### config.mk
export PLATFORM = sky130hd
export DESIGN_NAME = serial_link_partner
export DESIGN_NICKNAME = d
export VERILOG_FILES = /design/src/rtl/serial_link_partner.sv
export SDC_FILE = /design/constraint.sdc
export NUM_CORES = 1
export LEC_CHECK = 0
export CAP_MARGIN = 20
export CELL_PAD_IN_SITES_DETAIL_PLACEMENT = 1
export CELL_PAD_IN_SITES_GLOBAL_PLACEMENT = 1
export CORE_ASPECT_RATIO = 0.7
export CORE_MARGIN = 2
export CORE_UTILIZATION = 42
export DETAILED_ROUTE_END_ITERATION = 8
export PLACE_DENSITY_LB_ADDON = 0.1
export SLEW_MARGIN = 20
export SYNTH_ARGS = -nofsm -noshare
export SYNTH_HDL_FRONTEND = slang
export SYNTH_SLANG_ARGS = --single-unit
export TNS_END_PERCENT = 20
### constraint.sdc
create_clock -name clk -period 2.5 [get_ports clk]
set_input_delay 0.375 -clock clk [delete_from_list [all_inputs] [get_ports clk]]
set_output_delay 0.375 -clock clk [all_outputs]
set_load 0.005 [all_outputs]
### src/rtl/serial_link_partner.sv
// rtl/serial_link_partner.sv - far-end serial partner for the processor's software-driven serial pins
module serial_link_partner #(
  parameter int DATA_W     = 16,
  parameter int BIT_CYCLES = 8,
  parameter bit MSB_FIRST  = 1'b1
) (
  input  logic              clk,
  input  logic              reset,
  input  logic              serial_in,
  output logic              serial_out,
  output logic [DATA_W-1:0] rx_data,
  output logic              rx_valid,
  input  logic              rx_ready,
  input  logic [DATA_W-1:0] tx_data,
  input  logic              tx_valid,
  output logic              tx_ready,
  output logic              rx_overrun,
  output logic              frame_err
);
  localparam int CNT_W = (BIT_CYCLES > 2) ? $clog2(BIT_CYCLES) : 1;
  localparam int IDX_W = (DATA_W > 1) ? $clog2(DATA_W) : 1;
  localparam logic [CNT_W-1:0] CNT_FULL = CNT_W'(BIT_CYCLES - 1);
  localparam logic [CNT_W-1:0] CNT_HALF = CNT_W'(BIT_CYCLES / 2 - 1);
  localparam logic [CNT_W-1:0] CNT_ONE  = CNT_W'(1);
  localparam logic [IDX_W-1:0] IDX_LAST = IDX_W'(DATA_W - 1);
  localparam logic [IDX_W-1:0] IDX_ONE  = IDX_W'(1);

  typedef enum logic [1:0] {S_IDLE, S_START, S_DATA, S_STOP} state_t;

  logic sync1_q, s_in_q;

  state_t            rx_state_q, rx_state_d;
  logic [CNT_W-1:0]  rx_cnt_q, rx_cnt_d;
  logic [IDX_W-1:0]  rx_idx_q, rx_idx_d;
  logic [DATA_W-1:0] rx_shift_q, rx_shift_d;
  logic              rx_wait_q, rx_wait_d;
  logic [DATA_W-1:0] rx_data_q, rx_data_d;
  logic              rx_valid_q, rx_valid_d;
  logic              rx_ovr_q, rx_ovr_d;
  logic              ferr_q, ferr_d;

  state_t            tx_state_q, tx_state_d;
  logic [CNT_W-1:0]  tx_cnt_q, tx_cnt_d;
  logic [IDX_W-1:0]  tx_idx_q, tx_idx_d;
  logic [DATA_W-1:0] tx_shift_q, tx_shift_d;
  logic              tx_out_q, tx_out_d;

  logic              tx_bit;
  logic [DATA_W-1:0] tx_shift_nxt;
  logic [DATA_W-1:0] rx_shift_nxt;

  assign tx_bit       = MSB_FIRST ? tx_shift_q[DATA_W-1] : tx_shift_q[0];
  assign tx_shift_nxt = MSB_FIRST ? {tx_shift_q[DATA_W-2:0], 1'b0} : {1'b0, tx_shift_q[DATA_W-1:1]};
  assign rx_shift_nxt = MSB_FIRST ? {rx_shift_q[DATA_W-2:0], s_in_q} : {s_in_q, rx_shift_q[DATA_W-1:1]};

  // two-flop synchronizer; every receive decision uses s_in_q
  always_ff @(posedge clk) begin
    if (reset) begin
      sync1_q <= 1'b0;
      s_in_q  <= 1'b0;
    end else begin
      sync1_q <= serial_in;
      s_in_q  <= sync1_q;
    end
  end

  // receive state and datapath registers
  always_ff @(posedge clk) begin
    if (reset) begin
      rx_state_q <= S_IDLE;
      rx_cnt_q   <= '0;
      rx_idx_q   <= '0;
      rx_shift_q <= '0;
      rx_wait_q  <= 1'b0;
      rx_data_q  <= '0;
      rx_valid_q <= 1'b0;
      rx_ovr_q   <= 1'b0;
      ferr_q     <= 1'b0;
    end else begin
      rx_state_q <= rx_state_d;
      rx_cnt_q   <= rx_cnt_d;
      rx_idx_q   <= rx_idx_d;
      rx_shift_q <= rx_shift_d;
      rx_wait_q  <= rx_wait_d;
      rx_data_q  <= rx_data_d;
      rx_valid_q <= rx_valid_d;
      rx_ovr_q   <= rx_ovr_d;
      ferr_q     <= ferr_d;
    end
  end

  // receive next state: mid-bit sampling, commit or overrun at the stop sample
  always_comb begin
    rx_state_d = rx_state_q;
    rx_cnt_d   = rx_cnt_q;
    rx_idx_d   = rx_idx_q;
    rx_shift_d = rx_shift_q;
    rx_wait_d  = rx_wait_q;
    rx_data_d  = rx_data_q;
    rx_valid_d = rx_valid_q & ~rx_ready;
    rx_ovr_d   = 1'b0;
    ferr_d     = 1'b0;
    case (rx_state_q)
      S_IDLE: begin
        if (s_in_q) begin
          rx_state_d = S_START;
          rx_cnt_d   = CNT_HALF;
        end
      end
      S_START: begin
        if (rx_cnt_q != '0) begin
          rx_cnt_d = rx_cnt_q - CNT_ONE;
        end else if (s_in_q) begin
          rx_state_d = S_DATA;
          rx_cnt_d   = CNT_FULL;
          rx_idx_d   = '0;
        end else begin
          rx_state_d = S_IDLE;
        end
      end
      S_DATA: begin
        if (rx_cnt_q != '0) begin
          rx_cnt_d = rx_cnt_q - CNT_ONE;
        end else begin
          rx_shift_d = rx_shift_nxt;
          rx_cnt_d   = CNT_FULL;
          if (rx_idx_q == IDX_LAST) rx_state_d = S_STOP;
          else                      rx_idx_d   = rx_idx_q + IDX_ONE;
        end
      end
      S_STOP: begin
        if (rx_wait_q) begin
          // bad stop bit seen: hold here until the line returns to idle
          if (!s_in_q) begin
            rx_wait_d  = 1'b0;
            rx_state_d = S_IDLE;
          end
        end else if (rx_cnt_q != '0) begin
          rx_cnt_d = rx_cnt_q - CNT_ONE;
        end else if (!s_in_q) begin
          rx_state_d = S_IDLE;
          if (!rx_valid_q || rx_ready) begin
            rx_data_d  = rx_shift_q;
            rx_valid_d = 1'b1;
          end else begin
            rx_ovr_d = 1'b1;
          end
        end else begin
          ferr_d    = 1'b1;
          rx_wait_d = 1'b1;
        end
      end
      default: rx_state_d = S_IDLE;
    endcase
  end

  // receive outputs come straight from registers
  always_comb begin
    rx_data    = rx_data_q;
    rx_valid   = rx_valid_q;
    rx_overrun = rx_ovr_q;
    frame_err  = ferr_q;
  end

  // transmit state and datapath registers
  always_ff @(posedge clk) begin
    if (reset) begin
      tx_state_q <= S_IDLE;
      tx_cnt_q   <= '0;
      tx_idx_q   <= '0;
      tx_shift_q <= '0;
      tx_out_q   <= 1'b0;
    end else begin
      tx_state_q <= tx_state_d;
      tx_cnt_q   <= tx_cnt_d;
      tx_idx_q   <= tx_idx_d;
      tx_shift_q <= tx_shift_d;
      tx_out_q   <= tx_out_d;
    end
  end

  // transmit next state: each line bit is held for BIT_CYCLES clocks
  always_comb begin
    tx_state_d = tx_state_q;
    tx_cnt_d   = tx_cnt_q;
    tx_idx_d   = tx_idx_q;
    tx_shift_d = tx_shift_q;
    tx_out_d   = tx_out_q;
    case (tx_state_q)
      S_IDLE: begin
        tx_out_d = 1'b0;
        if (tx_valid) begin
          tx_shift_d = tx_data;
          tx_state_d = S_START;
          tx_cnt_d   = CNT_FULL;
          tx_out_d   = 1'b1;
        end
      end
      S_START: begin
        if (tx_cnt_q != '0) begin
          tx_cnt_d = tx_cnt_q - CNT_ONE;
        end else begin
          tx_state_d = S_DATA;
          tx_cnt_d   = CNT_FULL;
          tx_idx_d   = '0;
          tx_out_d   = tx_bit;
          tx_shift_d = tx_shift_nxt;
        end
      end
      S_DATA: begin
        if (tx_cnt_q != '0) begin
          tx_cnt_d = tx_cnt_q - CNT_ONE;
        end else begin
          tx_cnt_d = CNT_FULL;
          if (tx_idx_q == IDX_LAST) begin
            tx_state_d = S_STOP;
            tx_out_d   = 1'b0;
          end else begin
            tx_idx_d   = tx_idx_q + IDX_ONE;
            tx_out_d   = tx_bit;
            tx_shift_d = tx_shift_nxt;
          end
        end
      end
      S_STOP: begin
        if (tx_cnt_q != '0) tx_cnt_d   = tx_cnt_q - CNT_ONE;
        else                tx_state_d = S_IDLE;
      end
      default: tx_state_d = S_IDLE;
    endcase
  end

  // transmit outputs: ready only when idle, line driven from a flop
  always_comb begin
    tx_ready   = (tx_state_q == S_IDLE);
    serial_out = tx_out_q;
  end

endmodule

After elaboration in Yosys (flattened, before gate mapping):

Cells that the tools add are included.

* add/subtract/negate cells: 4
* eq/ne operators: 25
* multiplexer cells: 54
* bitwise logic cells: 6
* reductions and logical operators: 22

Operators with widths (number)
* 16-bit 2-to-1 mux: 4
* 16-bit one-hot mux with 3 select lines: 1
* 2-bit inequality test (second input constant): 15
* 4-bit 2-to-1 mux: 7
* 3-bit 2-to-1 mux: 9
* 2-bit 2-to-1 mux: 13
* 5-bit AND reduction: 5
* 2-bit one-hot mux with 4 select lines: 2
* 4-bit one-hot mux with 2 select lines: 2
* 1-bit 2-to-1 mux: 13
* 3-bit one-hot mux with 4 select lines: 1
* 3-bit one-hot mux with 3 select lines: 1
* 3-bit nonzero test: 3
* 4-bit by 1-bit adder with 4-bit output (second input constant): 2
* 2-bit == test (second input constant): 4
* 4-bit == test (second input constant): 2
* 4-bit AND reduction: 2
* 3-bit inequality test (second input constant): 2
* 3-bit by 1-bit subtractor with 3-bit output (second input constant): 2
* 1-bit NOT: 5
* 5-bit OR reduction: 1
* 2-bit by 1-bit == test with 1-bit output (second input constant): 2
* 2-bit logical NOT: 2
* 2-bit AND reduction: 2
* other kinds (8): 9

* flip-flop bits (word level): 73
* input port bits: 21
* output and inout port bits: 21
* logic and storage cells: 127

Logic depth before layout (Yosys ltp):

* word-level depth: 7
* depth in mapped cells: 9
* gate-level depth less buffers: 6

Worst setup path after synthesis:

No wires, ideal clock.

* kind: reg2reg
* from: register tx_state_q[0]
* to: register tx_shift_q[11]
* library setup time: 0.080 ns
* arrival: 1.864 ns
* data required time: 2.420 ns
* setup slack: 0.557 ns
* cell stages (with the launch flop): 9
* path buffers: 2
* clock period less this slack: 1.943 ns
* cell sequence: dfxtp_1 -> inv_1 -> ha_1 -> buf_6 -> or2_4 -> a2111oi_4 -> buf_6 -> nor2_1 -> a211oi_2

* word-level cells in the longest chain between the ends: 3
* elaborated cells between the ends (all ways): 10
* classes of those cells: eq/ne: 6; mux: 1; reduce/logical: 3

RTL lines
* start: declaration: line 42 `state_t tx_state_q, tx_state_d;`
* start signal: assignment: line 174 `tx_state_q <= tx_state_d;`
* 2-bit == test, or another cell as far along: line 189 `case (tx_state_q)`
* 2-bit inequality test (no source line) or 3-bit nonzero test (tied branches)
* 5-bit AND reduction (no source line)
* end signal: assignment: line 177 `tx_shift_q <= tx_shift_d;`
* end: declaration: line 45 `logic [DATA_W-1:0] tx_shift_q, tx_shift_d;`

Parallel ways exist; a longest one is shown, timed or not.
A chain may end at the register's enable or synchronous reset.

Final worst setup path:

* from: register tx_state_q[0]
* to: register tx_shift_q[14]

The elaborated chain is that of the path after synthesis.

==> results_dict.tcl <==
set metrics [dict create \
    postCtsSetupBuffers 0 \
    drive_gt1_frac 0.0998 \
    global_route_wire_length_before_repair_mm 13.4 \
    post_synth_inst_count 370 \
    max_freq_mhz 470 \
    drt_pass1_iterations 4 \
    syn2layout_area_growth_pct 23.0 \
    cts_htree_levels 3 \
    report.final.slew_viol_count 0 \
    synth-seq-cells 73 \
    finalWorstPathRequiredPeriod_ps 2130 \
    layoutNonFillerInstCount 512 \
    syn_area_per_cell_um2 9.13 \
    antenna-diode-count 0 \
    ir_worst_vdd_mv 0.572 \
    die_area_mm2 0.00879 \
    vias_per_cell 5.17 \
    max_slew.worst_pin.slew_ps 665 \
    worstSetupPathType "flip-flop to flip-flop" \
    groute.usage.overall 0.188 \
    p_leak_nw 1.51 \
    final_cell_area_mm2 0.00416 \
    netlist-cell-type-count 38 \
    wire_length_reported_by_the_detailed_router_mm 7.40 \
    die_h_um 79.0 \
    finalClockSkew_ps 3.79 \
    design.final.nets 445 \
    fp.dieW_um 111 \
    io_pins 42 \
    hold_ws_ps 438 \
    unrepaired_setup_endpoints_after_global_routing "no" \
    numPlacedInstances 497 \
    via_count 2649 \
    clock_tree.root_cell "sky130_fd_sc_hd__clkbuf_16" \
    worstPathArrival_ps 2380 \
    initial_utilization 0.431 \
    crit_path_start_kind "flip-flop" \
    end_kind "flip-flop" \
    crit_path_max_fanout 32 \
    place.gp.congestion 0.705 \
    path_clk_slew_ps 60 \
    period_share 0.851 \
    timing.max_slew.rel_slack 0.556 \
    power.density_mw_per_mm2 1050 \
    netlist_area_mm2 0.00338 \
    synthesis.nets 408 \
    grt_start_max_net_pins 40 \
    drt-initial-drc-count 84 \
    maxCapViolCount 0 \
    final_core_utilization 0.530 \
    gr-total-overflow 0 \
    hold_buffer_count_at_cts 0 \
    result_of_the_run "finished, final reports clean" \
    timing.setup.tns_ps 0 \
    tritoncts.num_buffers 9 \
    ys_seq_area_frac 0.433 \
    numClockSinks 73 \
    hold_path_class "flip-flop to flip-flop" \
    final-setup-viol-count 0 \
    floorplan.rows 27 \
    synthesis.yosys.warnings 0 \
    timing.final.hold_violations 0 \
    clk_latency_worst_skew_pair_ps 340 \
    nFillCells 900 \
    grt_antenna_before_repair 0 \
    placement.cell_area_mm2 0.00387 \
    place.detailed.hpwl_mm 5.19 \
    coreArea_mm2 0.00784 \
    vias_in_the_first_global_route 2788 \
    route.detailed.wl_per_inst_um 14.5 \
    critPathRequiredTime_ps 2760 \
    io_buffer_count 41 \
    final_antenna_net_count 0 \
    worst_case_clock_buffer_depth 2 \
    drt_drc_violations_left 0 \
    cts_resized 0 \
    cts_tree "built" \
]
cells in the mapped netlist (all sizes together):
| library cell | instances | area (um2) |
|---|---|---|
| dfxtp | 73 | 1460 |
| nor2 | 52 | 195 |
| nand2 | 39 | 146 |
| mux2i | 34 | 340 |
| a21oi | 33 | 165 |
| a211oi | 22 | 235 |
| ha | 17 | 213 |
| clkbuf | 15 | 56.3 |
| inv | 12 | 45.0 |
| buf | 7 | 58.8 |
| nand2b | 7 | 43.8 |
| nor2b | 7 | 43.8 |
| nand3 | 6 | 30.0 |
| o21ai | 6 | 30.0 |
| nand3b | 4 | 30.0 |
| nand4 | 4 | 25.0 |
| nor3 | 4 | 20.0 |
| or3 | 3 | 18.8 |
| a21o | 2 | 15.0 |
| a311oi | 2 | 17.5 |
| a31oi | 2 | 12.5 |
| and2 | 2 | 12.5 |
| and3 | 2 | 12.5 |
| and4 | 2 | 17.5 |
| o2111ai | 2 | 17.5 |
| or2 | 2 | 15.0 |
| xor2 | 2 | 17.5 |
| a2111oi | 1 | 27.5 |
| a221oi | 1 | 15.0 |
| a2bb2oi | 1 | 8.76 |
| a31o | 1 | 8.76 |
| nor3b | 1 | 7.51 |
| o211ai | 1 | 7.51 |
| o21bai | 1 | 7.51 |
layer usage:
metal	wire (um)	vias up	track usage	share of wire
li1	-	1354	-	-
met2	3310	23	0.295	0.45
met5	0	-	0	0
met4	80	0	0.0481	0.011
met3	257	9	0.0748	0.035
met1	3760	1263	0.243	0.51
area by class of cell:
class	count	area, um2	share of cell area
Clock inverter	2	12.5	0.00301
Timing Repair Buffer	48	483	0.116
Multi-Input combinational cell	263	1760	0.423
Tap cell	101	126	0.0304
Clock buffer	13	270	0.0650
Sequential cell	73	1460	0.352
Inverter	12	45.0	0.0108
worst max-delay path: stages, from the launching register on:
cell	delay [ps]
sky130_fd_sc_hd__dfxtp_1	380
sky130_fd_sc_hd__inv_1	100
sky130_fd_sc_hd__ha_1	320
sky130_fd_sc_hd__or2_4	310
sky130_fd_sc_hd__a2111oi_4	410
sky130_fd_sc_hd__buf_12	240
sky130_fd_sc_hd__nor2_1	80
sky130_fd_sc_hd__a211oi_2	200
registers in the layout, summed over array words and instances, names as in the netlist, named ones only:
register	cells
tx_cnt_q	3
rx_overrun	1
s_in_q	1
tx_shift_q	16
rx_cnt_q	3
frame_err	1
rx_valid	1
rx_state_q	1
sync1_q	1
tx_state_q	2
serial_out	1
rx_data	16
tx_idx_q	4
rx_idx_q	4
rx_wait_q	1
rx_shift_q	16
metrics by stage:
step	worst slack, ps	total power [W]
global route	194	0.00467
floorplan	557	0.00281
detailed placement	336	0.00318
finish	373	0.00435
global placement	501	0.00310
CTS	337	0.00441
worst paths after layout:
kind | from | end | slack (ps) | depth (start not counted)
max | tx_state_q[0] | tx_shift_q[14] | 370 | 7
max reg2reg | tx_state_q[0] | tx_shift_q[14] | 370 | 7
min | sync1_q | s_in_q | 440 | 1
min reg2reg | sync1_q | s_in_q | 440 | 1
cell families after synthesis:
kind of cell             Yosys count  share of synthesized area
AND/OR/NAND/NOR                  135                      0.183
AO/OA/AOI/OAI                     75                      0.168
XOR/XNOR                           2                    0.00519
flip-flops                        73                      0.433
adder cells (fa/ha/maj)           17                     0.0630
multiplexers                      34                      0.101
buffers and inverters             34                     0.0474
where the power goes:
group	internal, W	switching (W)	leakage (nW)
Combinational	0.000759	0.000945	0.781
Sequential	0.00133	0.000101	0.595
Clock	0.000745	0.000466	0.138
Total	0.00283	0.00151	1.51
cell usage in the layout, fill, tap and decap left out, types with 2 or more instances in the layout:
cell | synthesis | final
sky130_fd_sc_hd__a211oi_1 | 8 | 8
sky130_fd_sc_hd__a211oi_2 | 14 | 14
sky130_fd_sc_hd__a21o_1 | 2 | 2
sky130_fd_sc_hd__a21oi_1 | 33 | 33
sky130_fd_sc_hd__a311oi_1 | 2 | 2
sky130_fd_sc_hd__a31oi_1 | 2 | 2
sky130_fd_sc_hd__and2_1 | 2 | 2
sky130_fd_sc_hd__and3_1 | 2 | 2
sky130_fd_sc_hd__and4_1 | 2 | 2
sky130_fd_sc_hd__buf_12 | 0 | 2
sky130_fd_sc_hd__buf_4 | 2 | 5
sky130_fd_sc_hd__clkbuf_16 | 0 | 9
sky130_fd_sc_hd__clkbuf_8 | 0 | 3
sky130_fd_sc_hd__clkdlybuf4s50_1 | 0 | 40
sky130_fd_sc_hd__dfxtp_1 | 73 | 73
sky130_fd_sc_hd__ha_1 | 17 | 17
sky130_fd_sc_hd__inv_1 | 12 | 12
sky130_fd_sc_hd__mux2i_1 | 34 | 34
sky130_fd_sc_hd__nand2_1 | 39 | 39
sky130_fd_sc_hd__nand2b_1 | 7 | 7
sky130_fd_sc_hd__nand3_1 | 6 | 6
sky130_fd_sc_hd__nand3b_1 | 4 | 4
sky130_fd_sc_hd__nand4_1 | 4 | 4
sky130_fd_sc_hd__nor2_1 | 52 | 52
sky130_fd_sc_hd__nor2b_1 | 7 | 7
sky130_fd_sc_hd__nor3_1 | 4 | 4
sky130_fd_sc_hd__o2111ai_1 | 2 | 2
sky130_fd_sc_hd__o21ai_0 | 6 | 6
sky130_fd_sc_hd__or3_1 | 3 | 3
sky130_fd_sc_hd__xor2_1 | 2 | 2
Note: power is estimated with default switching activity, not from simulation.
